**src/rtl/issue_ctrl_decode_pkg.sv**
```systemverilog
// rtl/issue_ctrl_decode_pkg.sv - shared opcodes, ALU-op encodings, control bundle and FSM state
// Contents: package ctrl_pkg (opcode localparams, ALU_OP_* encodings, ctrl_t, state_t).
package ctrl_pkg;

  localparam int CTRL_W = 12;

  localparam logic [5:0] OP_RTYPE = 6'b000000;
  localparam logic [5:0] OP_ADDI  = 6'b001000;
  localparam logic [5:0] OP_LW    = 6'b100011;
  localparam logic [5:0] OP_SW    = 6'b101011;
  localparam logic [5:0] OP_BEQ   = 6'b000100;
  localparam logic [5:0] OP_BNE   = 6'b000101;
  localparam logic [5:0] OP_BGTZ  = 6'b000111;
  localparam logic [5:0] OP_J     = 6'b000010;

  localparam logic [1:0] ALU_OP_ADD = 2'b00;
  localparam logic [1:0] ALU_OP_BR  = 2'b01;
  localparam logic [1:0] ALU_OP_R   = 2'b10;

  typedef struct packed {
    logic       jump;
    logic       bgtz;
    logic       bne;
    logic       beq;
    logic [1:0] alu_op;
    logic       mem_write;
    logic       mem_read;
    logic       reg_write;
    logic       mem_to_reg;
    logic       alu_src;
    logic       reg_dst;
  } ctrl_t;

  typedef enum logic {
    ST_PAIR  = 1'b0,
    ST_SPLIT = 1'b1
  } state_t;

endpackage

```
**src/rtl/issue_ctrl_decode_if.sv**
```systemverilog
// rtl/issue_ctrl_decode_if.sv - issue group handshake, pipeline hazard inputs and ID/EX control outputs
// master: upstream/pipeline side (drives in_valid, op_code, rs, rt, rd, stall_in, flush, ex_mem_read, ex_rt)
// slave : decoder side (drives in_ready, out_valid, out_ctrl, out_dest, out_illegal)
interface issue_ctrl_decode_if #(
  parameter int LANES  = 2,
  parameter int REG_AW = 5
);
  logic                     in_valid;
  logic                     in_ready;
  logic [6*LANES-1:0]       op_code;
  logic [REG_AW*LANES-1:0]  rs;
  logic [REG_AW*LANES-1:0]  rt;
  logic [REG_AW*LANES-1:0]  rd;
  logic                     stall_in;
  logic                     flush;
  logic                     ex_mem_read;
  logic [REG_AW-1:0]        ex_rt;
  logic [LANES-1:0]         out_valid;
  logic [12*LANES-1:0]      out_ctrl;
  logic [REG_AW*LANES-1:0]  out_dest;
  logic [LANES-1:0]         out_illegal;

  modport master (
    output in_valid, op_code, rs, rt, rd, stall_in, flush, ex_mem_read, ex_rt,
    input  in_ready, out_valid, out_ctrl, out_dest, out_illegal
  );

  modport slave (
    input  in_valid, op_code, rs, rt, rd, stall_in, flush, ex_mem_read, ex_rt,
    output in_ready, out_valid, out_ctrl, out_dest, out_illegal
  );
endinterface

```
**src/rtl/issue_ctrl_decode_lane.sv**
```systemverilog
// rtl/issue_ctrl_decode_lane.sv - combinational opcode to control bundle decoder for one lane
// Ports: op_code (in, 6) ; ctrl (out, ctrl_t) ; illegal (out) ; reads_rt (out, lane sources rt)
// Build option: CTRL_JUMP_EN makes opcode 000010 decode as a jump instead of illegal.
module ctrl_decode_lane
  import ctrl_pkg::*;
(
  input  logic [5:0] op_code,
  output ctrl_t      ctrl,
  output logic       illegal,
  output logic       reads_rt
);
  always_comb begin
    ctrl     = '0;
    illegal  = 1'b0;
    reads_rt = 1'b0;
    case (op_code)
      OP_RTYPE: begin
        ctrl.reg_dst   = 1'b1;
        ctrl.reg_write = 1'b1;
        ctrl.alu_op    = ALU_OP_R;
        reads_rt       = 1'b1;
      end
      OP_ADDI: begin
        ctrl.alu_src   = 1'b1;
        ctrl.reg_write = 1'b1;
        ctrl.alu_op    = ALU_OP_ADD;
      end
      OP_LW: begin
        ctrl.alu_src    = 1'b1;
        ctrl.mem_to_reg = 1'b1;
        ctrl.reg_write  = 1'b1;
        ctrl.mem_read   = 1'b1;
      end
      OP_SW: begin
        ctrl.alu_src   = 1'b1;
        ctrl.mem_write = 1'b1;
        reads_rt       = 1'b1;
      end
      OP_BEQ: begin
        ctrl.beq    = 1'b1;
        ctrl.alu_op = ALU_OP_BR;
        reads_rt    = 1'b1;
      end
      OP_BNE: begin
        ctrl.bne    = 1'b1;
        ctrl.alu_op = ALU_OP_BR;
        reads_rt    = 1'b1;
      end
      OP_BGTZ: begin
        ctrl.bgtz   = 1'b1;
        ctrl.alu_op = ALU_OP_BR;
      end
`ifdef CTRL_JUMP_EN
      OP_J:    ctrl.jump = 1'b1;
`else
      OP_J:    illegal = 1'b1;
`endif
      default: illegal = 1'b1;
    endcase
  end
endmodule

```
**src/rtl/issue_ctrl_decode.sv**
```systemverilog
// rtl/issue_ctrl_decode.sv - registered multi-lane ID/EX control decoder with pair split and load-use bubbles
// Ports: clk ; reset (sync, active-high) ; bus (issue_ctrl_decode_if.slave): in_valid/in_ready,
//   op_code/rs/rt/rd per lane, stall_in, flush, ex_mem_read/ex_rt, registered out_valid/out_ctrl/out_dest/out_illegal.
// Build option: CTRL_JUMP_EN (jump decode, handled in ctrl_decode_lane).
module issue_ctrl_decode
  import ctrl_pkg::*;
#(
  parameter int LANES  = 2,
  parameter int REG_AW = 5
) (
  input  logic               clk,
  input  logic               reset,
  issue_ctrl_decode_if.slave bus
);
  localparam int CW = CTRL_W * LANES;
  localparam int DW = REG_AW * LANES;

  state_t             state;
  logic [LANES-1:0]   out_valid_q, out_illegal_q;
  logic [CW-1:0]      out_ctrl_q;
  logic [DW-1:0]      out_dest_q;
  logic [5:0]         lat_op;
  logic [REG_AW-1:0]  lat_rs, lat_rt, lat_rd;

  logic [CW-1:0]      dec_ctrl_vec;
  logic [DW-1:0]      dec_dest_vec;
  logic [LANES-1:0]   dec_ill, dec_rdrt, dec_mem, dec_wr, lane_lu;
  logic               ex_lu_en, load_use;

  // Split-path signals; tied to zero when LANES == 1.
  logic               split_cond, lat_lu;
  logic [LANES-1:0]   lat_valid_vec, lat_ill_vec;
  logic [CW-1:0]      lat_ctrl_vec;
  logic [DW-1:0]      lat_dest_vec;
  logic [5:0]         l1_op;
  logic [REG_AW-1:0]  l1_rs, l1_rt, l1_rd;

  // Register 0 never carries a loaded value, so it cannot create a load-use hazard.
  assign ex_lu_en = bus.ex_mem_read && (bus.ex_rt != '0);

  for (genvar i = 0; i < LANES; i++) begin : g_lane
    ctrl_t             c;
    logic [REG_AW-1:0] l_rs, l_rt, l_rd;
    assign l_rs = bus.rs[REG_AW*i +: REG_AW];
    assign l_rt = bus.rt[REG_AW*i +: REG_AW];
    assign l_rd = bus.rd[REG_AW*i +: REG_AW];
    ctrl_decode_lane u_dec (
      .op_code  (bus.op_code[6*i +: 6]),
      .ctrl     (c),
      .illegal  (dec_ill[i]),
      .reads_rt (dec_rdrt[i])
    );
    assign dec_ctrl_vec[CTRL_W*i +: CTRL_W] = c;
    assign dec_dest_vec[REG_AW*i +: REG_AW] = c.reg_dst ? l_rd : l_rt;
    assign dec_mem[i] = c.mem_read | c.mem_write;
    assign dec_wr[i]  = c.reg_write;
    assign lane_lu[i] = ex_lu_en && ((l_rs == bus.ex_rt) || (dec_rdrt[i] && (l_rt == bus.ex_rt)));
  end

  if (LANES == 2) begin : g_split
    ctrl_t             lc;
    logic              l_ill, l_rdrt;
    logic [REG_AW-1:0] d0;
    ctrl_decode_lane u_lat (
      .op_code  (lat_op),
      .ctrl     (lc),
      .illegal  (l_ill),
      .reads_rt (l_rdrt)
    );
    assign d0    = dec_dest_vec[REG_AW-1:0];
    assign l1_op = bus.op_code[11:6];
    assign l1_rs = bus.rs[2*REG_AW-1:REG_AW];
    assign l1_rt = bus.rt[2*REG_AW-1:REG_AW];
    assign l1_rd = bus.rd[2*REG_AW-1:REG_AW];
    // RAW: lane 1 consumes lane 0's result; memory: only one memory port per cycle.
    assign split_cond = (dec_wr[0] && (d0 != '0) && ((d0 == l1_rs) || (dec_rdrt[1] && (d0 == l1_rt))))
                      || (dec_mem[0] && dec_mem[1]);
    assign lat_lu        = ex_lu_en && ((lat_rs == bus.ex_rt) || (l_rdrt && (lat_rt == bus.ex_rt)));
    assign lat_valid_vec = 2'b10;
    assign lat_ill_vec   = {l_ill, 1'b0};
    assign lat_ctrl_vec  = {lc, {CTRL_W{1'b0}}};
    assign lat_dest_vec  = {(lc.reg_dst ? lat_rd : lat_rt), {REG_AW{1'b0}}};
  end else begin : g_single
    assign split_cond    = 1'b0;
    assign lat_lu        = 1'b0;
    assign lat_valid_vec = '0;
    assign lat_ill_vec   = '0;
    assign lat_ctrl_vec  = '0;
    assign lat_dest_vec  = '0;
    assign l1_op         = '0;
    assign l1_rs         = '0;
    assign l1_rt         = '0;
    assign l1_rd         = '0;
  end

  // In SPLIT only the latched lane is about to issue; the waiting group is not examined.
  assign load_use = (state == ST_PAIR) ? (bus.in_valid && (|lane_lu)) : lat_lu;

  assign bus.in_ready = !reset && (state == ST_PAIR) && !bus.stall_in && !bus.flush && !load_use;

  assign bus.out_valid   = out_valid_q;
  assign bus.out_ctrl    = out_ctrl_q;
  assign bus.out_dest    = out_dest_q;
  assign bus.out_illegal = out_illegal_q;

  always_ff @(posedge clk) begin
    if (reset || bus.flush) begin
      state         <= ST_PAIR;
      out_valid_q   <= '0;
      out_ctrl_q    <= '0;
      out_dest_q    <= '0;
      out_illegal_q <= '0;
      lat_op        <= '0;
      lat_rs        <= '0;
      lat_rt        <= '0;
      lat_rd        <= '0;
    end else if (bus.stall_in) begin
      state <= state;
    end else if (load_use || ((state == ST_PAIR) && !bus.in_valid)) begin
      out_valid_q   <= '0;
      out_ctrl_q    <= '0;
      out_dest_q    <= '0;
      out_illegal_q <= '0;
    end else begin
      case (state)
        ST_PAIR: begin
          if (split_cond) begin
            out_valid_q   <= LANES'(1);
            out_ctrl_q    <= CW'(dec_ctrl_vec[CTRL_W-1:0]);
            out_dest_q    <= DW'(dec_dest_vec[REG_AW-1:0]);
            out_illegal_q <= LANES'(dec_ill[0]);
            lat_op        <= l1_op;
            lat_rs        <= l1_rs;
            lat_rt        <= l1_rt;
            lat_rd        <= l1_rd;
            state         <= ST_SPLIT;
          end else begin
            out_valid_q   <= '1;
            out_ctrl_q    <= dec_ctrl_vec;
            out_dest_q    <= dec_dest_vec;
            out_illegal_q <= dec_ill;
          end
        end
        ST_SPLIT: begin
          out_valid_q   <= lat_valid_vec;
          out_ctrl_q    <= lat_ctrl_vec;
          out_dest_q    <= lat_dest_vec;
          out_illegal_q <= lat_ill_vec;
          lat_op        <= '0;
          lat_rs        <= '0;
          lat_rt        <= '0;
          lat_rd        <= '0;
          state         <= ST_PAIR;
        end
        default: state <= ST_PAIR;
      endcase
    end
  end
endmodule

```
**src/flat_wrapper.sv**
```systemverilog
// flat-port wrapper written by rule: the top's interface ports become plain ports
module issue_ctrl_decode_flat import ctrl_pkg::*;
#(
  parameter int LANES  = 2,
  parameter int REG_AW = 5
)
  (clk, reset, bus_in_valid, bus_op_code, bus_rs, bus_rt, bus_rd, bus_stall_in, bus_flush, bus_ex_mem_read, bus_ex_rt, bus_in_ready, bus_out_valid, bus_out_ctrl, bus_out_dest, bus_out_illegal);
  issue_ctrl_decode_if #(.LANES(LANES), .REG_AW(REG_AW)) bus_i ();
  input  logic clk;
  input  logic reset;
  input wire logic [$bits(bus_i.in_valid)-1:0] bus_in_valid;
  input wire logic [$bits(bus_i.op_code)-1:0] bus_op_code;
  input wire logic [$bits(bus_i.rs)-1:0] bus_rs;
  input wire logic [$bits(bus_i.rt)-1:0] bus_rt;
  input wire logic [$bits(bus_i.rd)-1:0] bus_rd;
  input wire logic [$bits(bus_i.stall_in)-1:0] bus_stall_in;
  input wire logic [$bits(bus_i.flush)-1:0] bus_flush;
  input wire logic [$bits(bus_i.ex_mem_read)-1:0] bus_ex_mem_read;
  input wire logic [$bits(bus_i.ex_rt)-1:0] bus_ex_rt;
  output wire logic [$bits(bus_i.in_ready)-1:0] bus_in_ready;
  output wire logic [$bits(bus_i.out_valid)-1:0] bus_out_valid;
  output wire logic [$bits(bus_i.out_ctrl)-1:0] bus_out_ctrl;
  output wire logic [$bits(bus_i.out_dest)-1:0] bus_out_dest;
  output wire logic [$bits(bus_i.out_illegal)-1:0] bus_out_illegal;
  assign bus_i.in_valid = bus_in_valid;
  assign bus_i.op_code = bus_op_code;
  assign bus_i.rs = bus_rs;
  assign bus_i.rt = bus_rt;
  assign bus_i.rd = bus_rd;
  assign bus_i.stall_in = bus_stall_in;
  assign bus_i.flush = bus_flush;
  assign bus_i.ex_mem_read = bus_ex_mem_read;
  assign bus_i.ex_rt = bus_ex_rt;
  assign bus_in_ready = bus_i.in_ready;
  assign bus_out_valid = bus_i.out_valid;
  assign bus_out_ctrl = bus_i.out_ctrl;
  assign bus_out_dest = bus_i.out_dest;
  assign bus_out_illegal = bus_i.out_illegal;
  issue_ctrl_decode #(.LANES(LANES), .REG_AW(REG_AW)) u_core (.clk(clk), .reset(reset), .bus(bus_i));
endmodule
```
**config.mk**
```make
export PLATFORM = sky130hd
export DESIGN_NAME = issue_ctrl_decode_flat
export DESIGN_NICKNAME = d
export VERILOG_FILES = /design/src/rtl/issue_ctrl_decode_pkg.sv /design/src/rtl/issue_ctrl_decode_if.sv /design/src/rtl/issue_ctrl_decode_lane.sv /design/src/rtl/issue_ctrl_decode.sv /design/src/flat_wrapper.sv
export SDC_FILE = /design/constraint.sdc
export NUM_CORES = 1
export LEC_CHECK = 0
export BUFFER_PORTS_ARGS = -buffer_cell sky130_fd_sc_hd__buf_2
export CELL_PAD_IN_SITES_DETAIL_PLACEMENT = 1
export CELL_PAD_IN_SITES_GLOBAL_PLACEMENT = 2
export CORE_MARGIN = 2
export CORE_UTILIZATION = 25
export DETAILED_ROUTE_END_ITERATION = 6
export GPL_TIMING_DRIVEN = 0
export PLACE_DENSITY = 0.71
export SYNTH_ARGS = -nofsm -noshare
export SYNTH_HDL_FRONTEND = slang
export SYNTH_SLANG_ARGS = --single-unit
```
**constraint.sdc**
```tcl
create_clock -name clk -period 7 [get_ports clk]
set_input_delay 0.35 -clock clk [delete_from_list [all_inputs] [get_ports clk]]
set_output_delay 0.35 -clock clk [all_outputs]
set_load 0.05 [all_outputs]
```
# Word-level counts from Yosys, hierarchy flattened
# Cells that the tools add are included.
[totals]
in_bits = 53
elab_cells = 152
reg_bits = 60
output_inout_bits = 39
[classes]
reduce_logical = 52
mux = 59
bitwise_logic = 5
n_eq_ne = 27
[ops]
columns = ["op", "n"]
rows = [
  ["$eq 6x3->1 const B", 9],
  ["$pmux 24 s2", 1],
  ["$eq 5x5->1", 8],
  ["$eq 6x6->1 const B", 6],
  ["$mux 1", 32],
  ["$mux 5", 6],
  ["$pmux 5 s2", 3],
  ["$reduce_or 3->1", 9],
  ["$mux 24", 1],
  ["$mux 23", 1],
  ["$reduce_or 7->1", 3],
  ["$mux 10", 2],
  ["$pmux 10 s2", 1],
  ["$pmux 2 s2", 5],
  ["$eq 6x4->1 const B", 3],
  ["$logic_not 6->1", 3],
  ["$logic_and 1x1->1", 17],
  ["$pmux 6 s2", 1],
  ["$reduce_or 4->1", 3],
  ["$reduce_bool 5->1", 2],
  ["$mux 2", 4],
  ["$logic_or 1x1->1", 7],
  ["$mux 6", 1],
  ["$logic_not 1->1", 5],
  ["7 further kinds", 10],
]

# Longest topological paths before layout
# Gate-level depths: netlist of run 1.
[logic_depth]
depth_word = 12
mapped_depth = 12
ltp_nobuf = 8

# Cells and area by module
# From an unflattened synthesis of run 1, not the netlist that was laid out.
[unflattened]
hier_cells = 442
area_unflattened_um2 = 3798.6
[modules_own_cells]
columns = ["mod", "area_per_inst_um2", "cells_each", "seq_area_each_um2", "instances"]
rows = [
  ["issue_ctrl_decode", 3171.8, 340, 1201.2, 1],
  ["ctrl_decode_lane", 209.0, 34, 0.0, 3],
]

# Worst setup path before layout of run 1
# No wires, ideal clock.
[synth_timing]
kind = "register to register"
start = "reg u_core.lat_op[1]"
end = "reg u_core.lat_op[3]"
required_time_ps = 6883
path_buffers = 1
setup_time_ps = 117
setup_slack_ps = 4335
period_less_slack_ps = 2665
arrival_time_ps = 2548
stages_incl_launch_ff = 10
cell_sequence = "dfxtp_1 > nand3_1 > or3b_1 > a2111oi_0 > o21ai_0 > or2_1 > and3_1 > o211a_2 > buf_2 > a22o_1"
[synth_between]
elab_chain_cells = 10
elab_cells_between_ends = 13
cone_classes = "eq/ne (3); mux (2); bitwise (1); reduce/logical (7)"
[synth_rtl]
columns = ["element", "line", "text"]
rows = [
  ["from (decl)", "issue_ctrl_decode.sv:22", "logic [5:0] lat_op;"],
  ["from (signal assigned)", "issue_ctrl_decode.sv:132", "lat_op <= l1_op;"],
  ["$eq 6x3->1 (tied with other cells)", "issue_ctrl_decode_lane.sv:16", "case (op_code)"],
  ["$reduce_or 4->1 (no source line) *", "--", ""],
  ["$mux 1 *", "issue_ctrl_decode_lane.sv:16", ""],
  ["$logic_and 1x1->1 *", "issue_ctrl_decode.sv:78", "assign lat_lu = ex_lu_en && ((lat_rs == bus.ex_rt) || (l_rdrt && (lat_rt == bus.ex_rt)));"],
  ["$logic_or 1x1->1 *", "issue_ctrl_decode.sv:78", ""],
  ["$logic_and 1x1->1 *", "issue_ctrl_decode.sv:78", ""],
  ["$mux 1 *", "issue_ctrl_decode.sv:97", "assign load_use = (state == ST_PAIR) ? (bus.in_valid && (|lane_lu)) : lat_lu;"],
  ["$logic_or 1x1->1 *", "issue_ctrl_decode.sv:119", "end else if (load_use || ((state == ST_PAIR) && !bus.in_valid)) begin"],
  ["$not 1->1 (no source line) *", "--", ""],
  ["$reduce_and 3->1 (no source line) *", "--", ""],
]
# Every way passes the cells marked *; elsewhere a longest branch is shown, timed or not.
# A chain may end at the register's enable or synchronous reset.

# Final worst setup path of run 1
[layout_timing]
start = "reg u_core.lat_op[1]"
end = "out bus_in_ready"
[layout_between]
elab_chain_cells = 9
elab_cells_between_ends = 12
cone_classes = "eq/ne (3); mux (2); reduce/logical (7)"
[layout_rtl]
columns = ["element", "line", "text"]
rows = [
  ["$eq 6x3->1 (tied with other cells)", "issue_ctrl_decode_lane.sv:16", ""],
  ["$reduce_or 4->1 (no source line) *", "--", ""],
  ["$mux 1 *", "issue_ctrl_decode_lane.sv:16", ""],
  ["$logic_and 1x1->1 *", "issue_ctrl_decode.sv:78", ""],
  ["$logic_or 1x1->1 *", "issue_ctrl_decode.sv:78", ""],
  ["$logic_and 1x1->1 *", "issue_ctrl_decode.sv:78", ""],
  ["$mux 1 *", "issue_ctrl_decode.sv:97", ""],
  ["$logic_not 1->1 *", "issue_ctrl_decode.sv:99", "assign bus.in_ready = !reset && (state == ST_PAIR) && !bus.stall_in && !bus.flush && !load_use;"],
  ["$logic_and 1x1->1 *", "issue_ctrl_decode.sv:99", ""],
  ["to (decl)", "flat_wrapper.sv:20", "output wire logic [$bits(bus_i.in_ready)-1:0] bus_in_ready;"],
]
# Marks and branches as above.

==> results of run 1 <==
[synthesized netlist by cell type (3+ instances only)]
cell,number
nor2_1,44
a21oi_1,29
inv_1,11
buf_4,6
mux2i_1,14
nor4b_1,4
xnor2_1,23
and3_1,5
nand3_1,10
a22oi_1,8
a22o_1,21
nor3_1,19
a32oi_1,7
nand2_1,23
buf_6,4
nand3b_1,4
nand2b_1,4
xor2_1,15
a221oi_1,6
dfxtp_1,54
clkbuf_1,26
nand4_1,8
nor3b_1,3
a211oi_1,4
o21ai_0,7
nor4_1,4
[metrics by stage]
stage	hold slack [ns]	cells	instance area, um^2	util, %
finish	0.288	672	4120	31.4
global route	0.293	672	4120	31.4
CTS	0.289	672	4120	31.4
detailed placement	0.456	664	3960	30.1
global placement	0.452	664	3960	30.1
floorplan	0.442	409	3340	-
[routing by layer]
| metal | up-vias | share of wire, % |
|---|---|---|
| met2 | 68 | 47 |
| met1 | 1631 | 48 |
| met4 | 0 | 1.6 |
| li1 | 1643 | - |
| met3 | 11 | 3.5 |
| met5 | - | 0 |
[registers in the layout (all words and copies together), names as in the netlist, 2 cells and up]
signal,cells
u_core.bus.out_ctrl,18
u_core.bus.out_dest,10
u_core.lat_op,6
u_core.lat_rd,5
u_core.lat_rs,5
u_core.lat_rt,5
u_core.bus.out_illegal,2
u_core.bus.out_valid,2
[layout make-up]
class / count / area (um^2) / area share [%]
multi-input cells: 304 / 2010 / 48.8
flip-flops and latches: 54 / 1080 / 26.2
repair buffers: 79 / 395 / 9.59
well taps: 176 / 220 / 5.34
plain buffers: 40 / 206 / 5.01
clock buffers: 5 / 125 / 3.03
clock inverters: 3 / 43.8 / 1.06
inverters: 11 / 41.3 / 1.00
[final timing paths]
path                                                       endpoint  slack (ns)  cells after the start
worst max-delay path                                   bus_in_ready        3.91                      7
worst min-delay path                  u_core.lat_rd[4]$_SDFFE_PP0P_        0.29                      2
worst max register to register  u_core.bus.out_ctrl[3]$_SDFFE_PP0N_        3.91                     10
worst min register to register  u_core.bus.out_ctrl[9]$_SDFFE_PP0N_        0.46                      2
[worst reg2reg max path: cells and delay by family (launching register included)]
| family | cells | cell delay [ns] |
|---|---|---|
| compound gates | 3 | 0.90 |
| buf+inv | 2 | 0.47 |
| flops | 1 | 0.47 |
| simple gates | 5 | 1.12 |
[kinds of logic (layout without fill, tap and decap cells)]
| family | after synthesis | after routing | share of synthesized area [%] |
|---|---|---|---|
| AO/OA/AOI/OAI | 104 | 104 | 22.2 |
| XOR/XNOR | 38 | 38 | 9.98 |
| buffers and inverters | 51 | 138 | 7.43 |
| flip-flops | 54 | 54 | 32.4 |
| multiplexers | 19 | 19 | 6.64 |
| other | 1 | 2 | 0.112 |
| AND/OR/NAND/NOR | 141 | 141 | 21.2 |
[power breakdown]
group	total, mW	switching, mW	internal (mW)
clock	0.291	0.122	0.170
sequential	0.310	0.00132	0.309
combinational	0.118	0.0753	0.0429
total	0.720	0.198	0.522
==> results.sh, run 1 <==
export IMPL_cp_top_family="simple AND/OR/NAND/NOR gates"
export IMPL_reg2reg_from="u_core.lat_op[1]$_SDFFE_PP0P_"
export IMPL_nFillCells=1658
export IMPL_initial_core_util_pct=25.4
export IMPL_ios=92
export IMPL_layout_commonest_cell="buf_2"
export IMPL_cp_data_arrival_time_ns=2.74
export IMPL_grt_busiest_layer="met2"
export IMPL_insertion_delay_ns=0.30
export IMPL_overflow=0
export IMPL_placement_io_buffers=79
export IMPL_drc_errors=0
export IMPL_clock_skew_final_ns=0.00568
export IMPL_slowest_delay_ns=0.48
export IMPL_p_total_mw=0.720
export IMPL_synthCells=408
export IMPL_cpMaxStageDelayCell="a2111oi_0"
export IMPL_finalCriticalPeriod_ns=3.09
export IMPL_ctsRootBufferMaster="clkbuf_16"
export IMPL_crit_path_max_fanout=7
export IMPL_grt_pass1_vias=3539
export IMPL_detail_route_vias_per_cell=4.99
export IMPL_n_antenna_cell=0
export IMPL_postRouteAntennaNets=0
export IMPL_setup_viol=0
export IMPL_status="complete, no violations"
export IMPL_hold_path_startpoint="bus_rd[9]"
export IMPL_fmax_ghz=0.324
export IMPL_rsz0062_at_grt="no"
export IMPL_synth_avg_cell_area_um2=8.18
export IMPL_crit_chain="nand3_1 > or3b_1 > a2111oi_0 > o21ai_0 > or2_1 > and3_1 > buf_2"
export IMPL_dieArea_um2=14300
export IMPL_drt_iter0_drc=167
export IMPL_grt_use_total_pct=16.7
export IMPL_drv_cap=0
export IMPL_yosysSeqAreaShare_pct=32.4
export IMPL_die_height_um=120
export IMPL_holdCritPathClass="in -> reg"
export IMPL_fp_coreArea_um2=13100
export IMPL_dp_hpwl_mm=9.11
export IMPL_nNetsFinal=548
export IMPL_final_hold_violation_count=0
export IMPL_synthFlopType="dfxtp_1"
export IMPL_worstSetupStartpointType="flip-flop"
export IMPL_ctsResizeCount=0
export IMPL_fin_setup_tns_ns=0
export IMPL_first_pass_iters=4
export IMPL_powerDensity_nw_per_um2=175
export IMPL_critPathCaptureType="primary output"
export IMPL_die_w_um=120
export IMPL_fin_crit_sh_pct=44.1
export IMPL_synth_distinct_cells=58
export IMPL_crit_path_start="u_core.lat_op[1]$_SDFFE_PP0P_"
export IMPL_worstSetupPathType="reg -> out"
export IMPL_grt_antenna_before_repair=0
export IMPL_worstPathRequired_ns=6.65
export IMPL_netlist_area_leader_share_pct=32.4
export IMPL_cts_setup_buffers=0
export IMPL_grt_pass1_wl_mm=19.0
export IMPL_path_buf_inv=1
export IMPL_p_leak_nw=1.64
export IMPL_drv_slew=0
export IMPL_setup_slack_ns=3.91
export IMPL_mostFrequentLayoutCells="buf_2, dfxtp_1, nor2_1"
export IMPL_synth_edf_count=0
export IMPL_ys_warn_count=0
export IMPL_synth_seq_cells=54
export IMPL_worst_pin_slew_ns=0.696
export IMPL_synth_area_um2=3340
export IMPL_area_delta_synth_final_pct=23.6
export IMPL_drive_gt1_share_pct=21.8
export IMPL_place_ws_ns=3.79
export IMPL_yosys_area_top_type="dfxtp_1"
export IMPL_core_rowCount=42
export IMPL_cts_buffer_depth=2
export IMPL_slew_headroom_pct=53.0
export IMPL_ys_async_sr_fraction_pct=0
export IMPL_met1_usage_pct=22.3
export IMPL_cts_num_sinks=54
export IMPL_grt_max_degree=18
export IMPL_htreeDepth=2
export IMPL_cts_buffers=5
export IMPL_met2_usage_pct=28.1
export IMPL_via_count=3353
export IMPL_totalWireLength_mm=11.7
export IMPL_gr_usage_met3_pct=2.38
export IMPL_cts_tree="yes"
export IMPL_post_drt_wl_per_cell_um=17.4
export IMPL_place_gp_congestion=0.809
export IMPL_max_vdd_ir_drop_mv=0.0783
export IMPL_hold_buffers=0
export IMPL_synth_area_top_cells="dfxtp_1, xnor2_1, a22o_1"
export IMPL_cts_clk_slew_worst_paths_ns=0.07
Note: power is estimated with default switching activity, not from simulation.
==> run 2, diff against run 1 <==
- PLACE_DENSITY: 0.71 -> 0.73
- clock period: 7 -> 2.7 ns (I/O delays scaled with it)
==> run 2 against run 1 <==
  * Die area unchanged
  * Critical path type is now reg -> reg
  * Critical endpoint is now u_core.lat_rs[4]$_SDFFE_PP0P_
  * Sequential power rose to 2.6 times the previous value
  * Critical path depth up 1
==> results.sh, run 2 (synthesis results as in run 1) <==
export IMPL_core_rowCount=42
export IMPL_seqPwrFrac_pct=44.7
export IMPL_cts_tree="yes"
export IMPL_fmax_ghz=0.390
export IMPL_initial_core_util_pct=25.4
export IMPL_rsz0062_at_grt="no"
export IMPL_p_switching_mw=0.516
export IMPL_cpMaxStageDelayCell="dfxtp_1"
export IMPL_cp_data_arrival_time_ns=2.76
export IMPL_ctsResizeCount=9
export IMPL_holdCritPathClass="in -> reg"
export IMPL_worstSetupPathType="reg -> reg"
export IMPL_first_pass_iters=4
export IMPL_detail_route_vias_per_cell=5.04
export IMPL_overflow=0
export IMPL_p_leak_nw=1.64
export IMPL_internal_power_mw=1.28
export IMPL_drv_slew=0
export IMPL_htreeDepth=2
export IMPL_sw_frac_of_total_pct=28.7
export IMPL_place_gp_congestion=0.818
export IMPL_cts_num_sinks=54
export IMPL_worst_pin_slew_ns=0.754
export IMPL_postRouteAntennaNets=0
export IMPL_placement_io_buffers=79
export IMPL_grt_use_total_pct=16.8
export IMPL_finalCriticalPeriod_ns=2.56
export IMPL_slowest_delay_ns=0.54
export IMPL_slew_headroom_pct=49.0
export IMPL_drt_iter0_drc=167
export IMPL_max_vdd_ir_drop_mv=0.213
export IMPL_die_w_um=120
export IMPL_setup_viol=0
export IMPL_post_drt_wl_per_cell_um=17.8
export IMPL_grt_pass1_wl_mm=18.9
export IMPL_nNetsFinal=545
export IMPL_clock_skew_final_ns=0.00623
export IMPL_n_antenna_cell=0
export IMPL_path_buf_inv=1
export IMPL_cts_clk_slew_worst_paths_ns=0.07
export IMPL_dieArea_um2=14300
export IMPL_drive_gt1_share_pct=24.7
export IMPL_combinationalPowerShare_pct=17.4
export IMPL_p_clk_share_pct=37.9
export IMPL_critPathCaptureType="flip-flop"
export IMPL_ctsRootBufferMaster="clkbuf_16"
export IMPL_status="complete, no violations"
export IMPL_ios=92
export IMPL_die_height_um=120
export IMPL_final_hold_violation_count=0
export IMPL_cts_setup_buffers=0
export IMPL_insertion_delay_ns=0.30
export IMPL_totalWireLength_mm=11.9
export IMPL_largest_register_ffs=18
export IMPL_crit_chain="or3b_4 > a2111oi_4 > o21ai_1 > or2_1 > and3_1 > o211a_2 > clkbuf_4 > a22o_1"
export IMPL_via_count=3372
export IMPL_setup_slack_ns=0.138
export IMPL_worstPathRequired_ns=2.89
export IMPL_fp_coreArea_um2=13100
export IMPL_nFillCells=1615
export IMPL_grt_pass1_vias=3439
export IMPL_powerDensity_nw_per_um2=430
export IMPL_drv_cap=0
export IMPL_drc_errors=0
export IMPL_cp_top_family="simple AND/OR/NAND/NOR gates"
export IMPL_cts_buffers=5
export IMPL_grt_max_degree=17
export IMPL_hold_buffers=0
export IMPL_cts_buffer_depth=2
export IMPL_crit_path_max_fanout=10
export IMPL_fin_crit_sh_pct=94.9
export IMPL_mostFrequentLayoutCells="buf_2, dfxtp_1, nor2_1"
export IMPL_layout_commonest_cell="buf_2"
export IMPL_grt_antenna_before_repair=0
export IMPL_worstSetupStartpointType="flip-flop"
export IMPL_final_util_pct=31.8
export IMPL_area_delta_synth_final_pct=25.1
export IMPL_dp_hpwl_mm=9.25
export IMPL_place_ws_ns=-0.378
[run 2: path summary, 6_finish.rpt]
kind                                       start                                   to  slack, ns  cells after the start
max                u_core.lat_op[3]$_SDFFE_PP0P_        u_core.lat_rs[4]$_SDFFE_PP0P_       0.14                      8
min                                    bus_rd[9]        u_core.lat_rd[4]$_SDFFE_PP0P_       0.07                      2
max reg2reg        u_core.lat_op[3]$_SDFFE_PP0P_        u_core.lat_rs[4]$_SDFFE_PP0P_       0.14                      8
min reg2reg  u_core.bus.out_ctrl[9]$_SDFFE_PP0N_  u_core.bus.out_ctrl[9]$_SDFFE_PP0N_       0.47                      2
[run 2: metal layers]
layer	track usage (%)	up-vias	part of all wire, %
met5	0	-	0
met4	5.00	0	1.6
met3	2.38	9	3.6
met2	27.6	70	47
met1	23.0	1652	48
li1	-	1641	-
[run 2: metrics by stage]
step	instance area, um^2	hold WS, ns	setup TNS, ns	power, mW	std cells
after floorplan	3340	0.268	0	1.01	409
after global placement	3960	0.380	-12.42	1.13	664
after detailed placement	3960	0.379	-14.35	1.13	664
after CTS	4120	0.0713	0	1.82	669
after global routing	4170	0.0941	0	1.87	669
final	4170	0.0733	0	1.80	669
[run 2: power groups by stage]
stage | clock network (mW) | registers (mW) | logic, mW
floorplan | 0 | 0.842 | 0.173
global placement | 0 | 0.823 | 0.305
global route | 0.729 | 0.803 | 0.342
CTS | 0.703 | 0.804 | 0.313
detailed placement | 0 | 0.823 | 0.311
finish | 0.681 | 0.802 | 0.313
[run 2: final cells by class]
cell class | instances | area [um^2] | share of cell area (%)
plain buffers | 37 | 210 | 5.04
clock buffers | 6 | 139 | 3.33
clock inverters | 2 | 12.5 | 0.300
inverters | 11 | 41.3 | 0.989
multi-input cells | 304 | 2070 | 49.5
flip-flops and latches | 54 | 1090 | 26.1
well taps | 176 | 220 | 5.28
repair buffers | 79 | 395 | 9.47
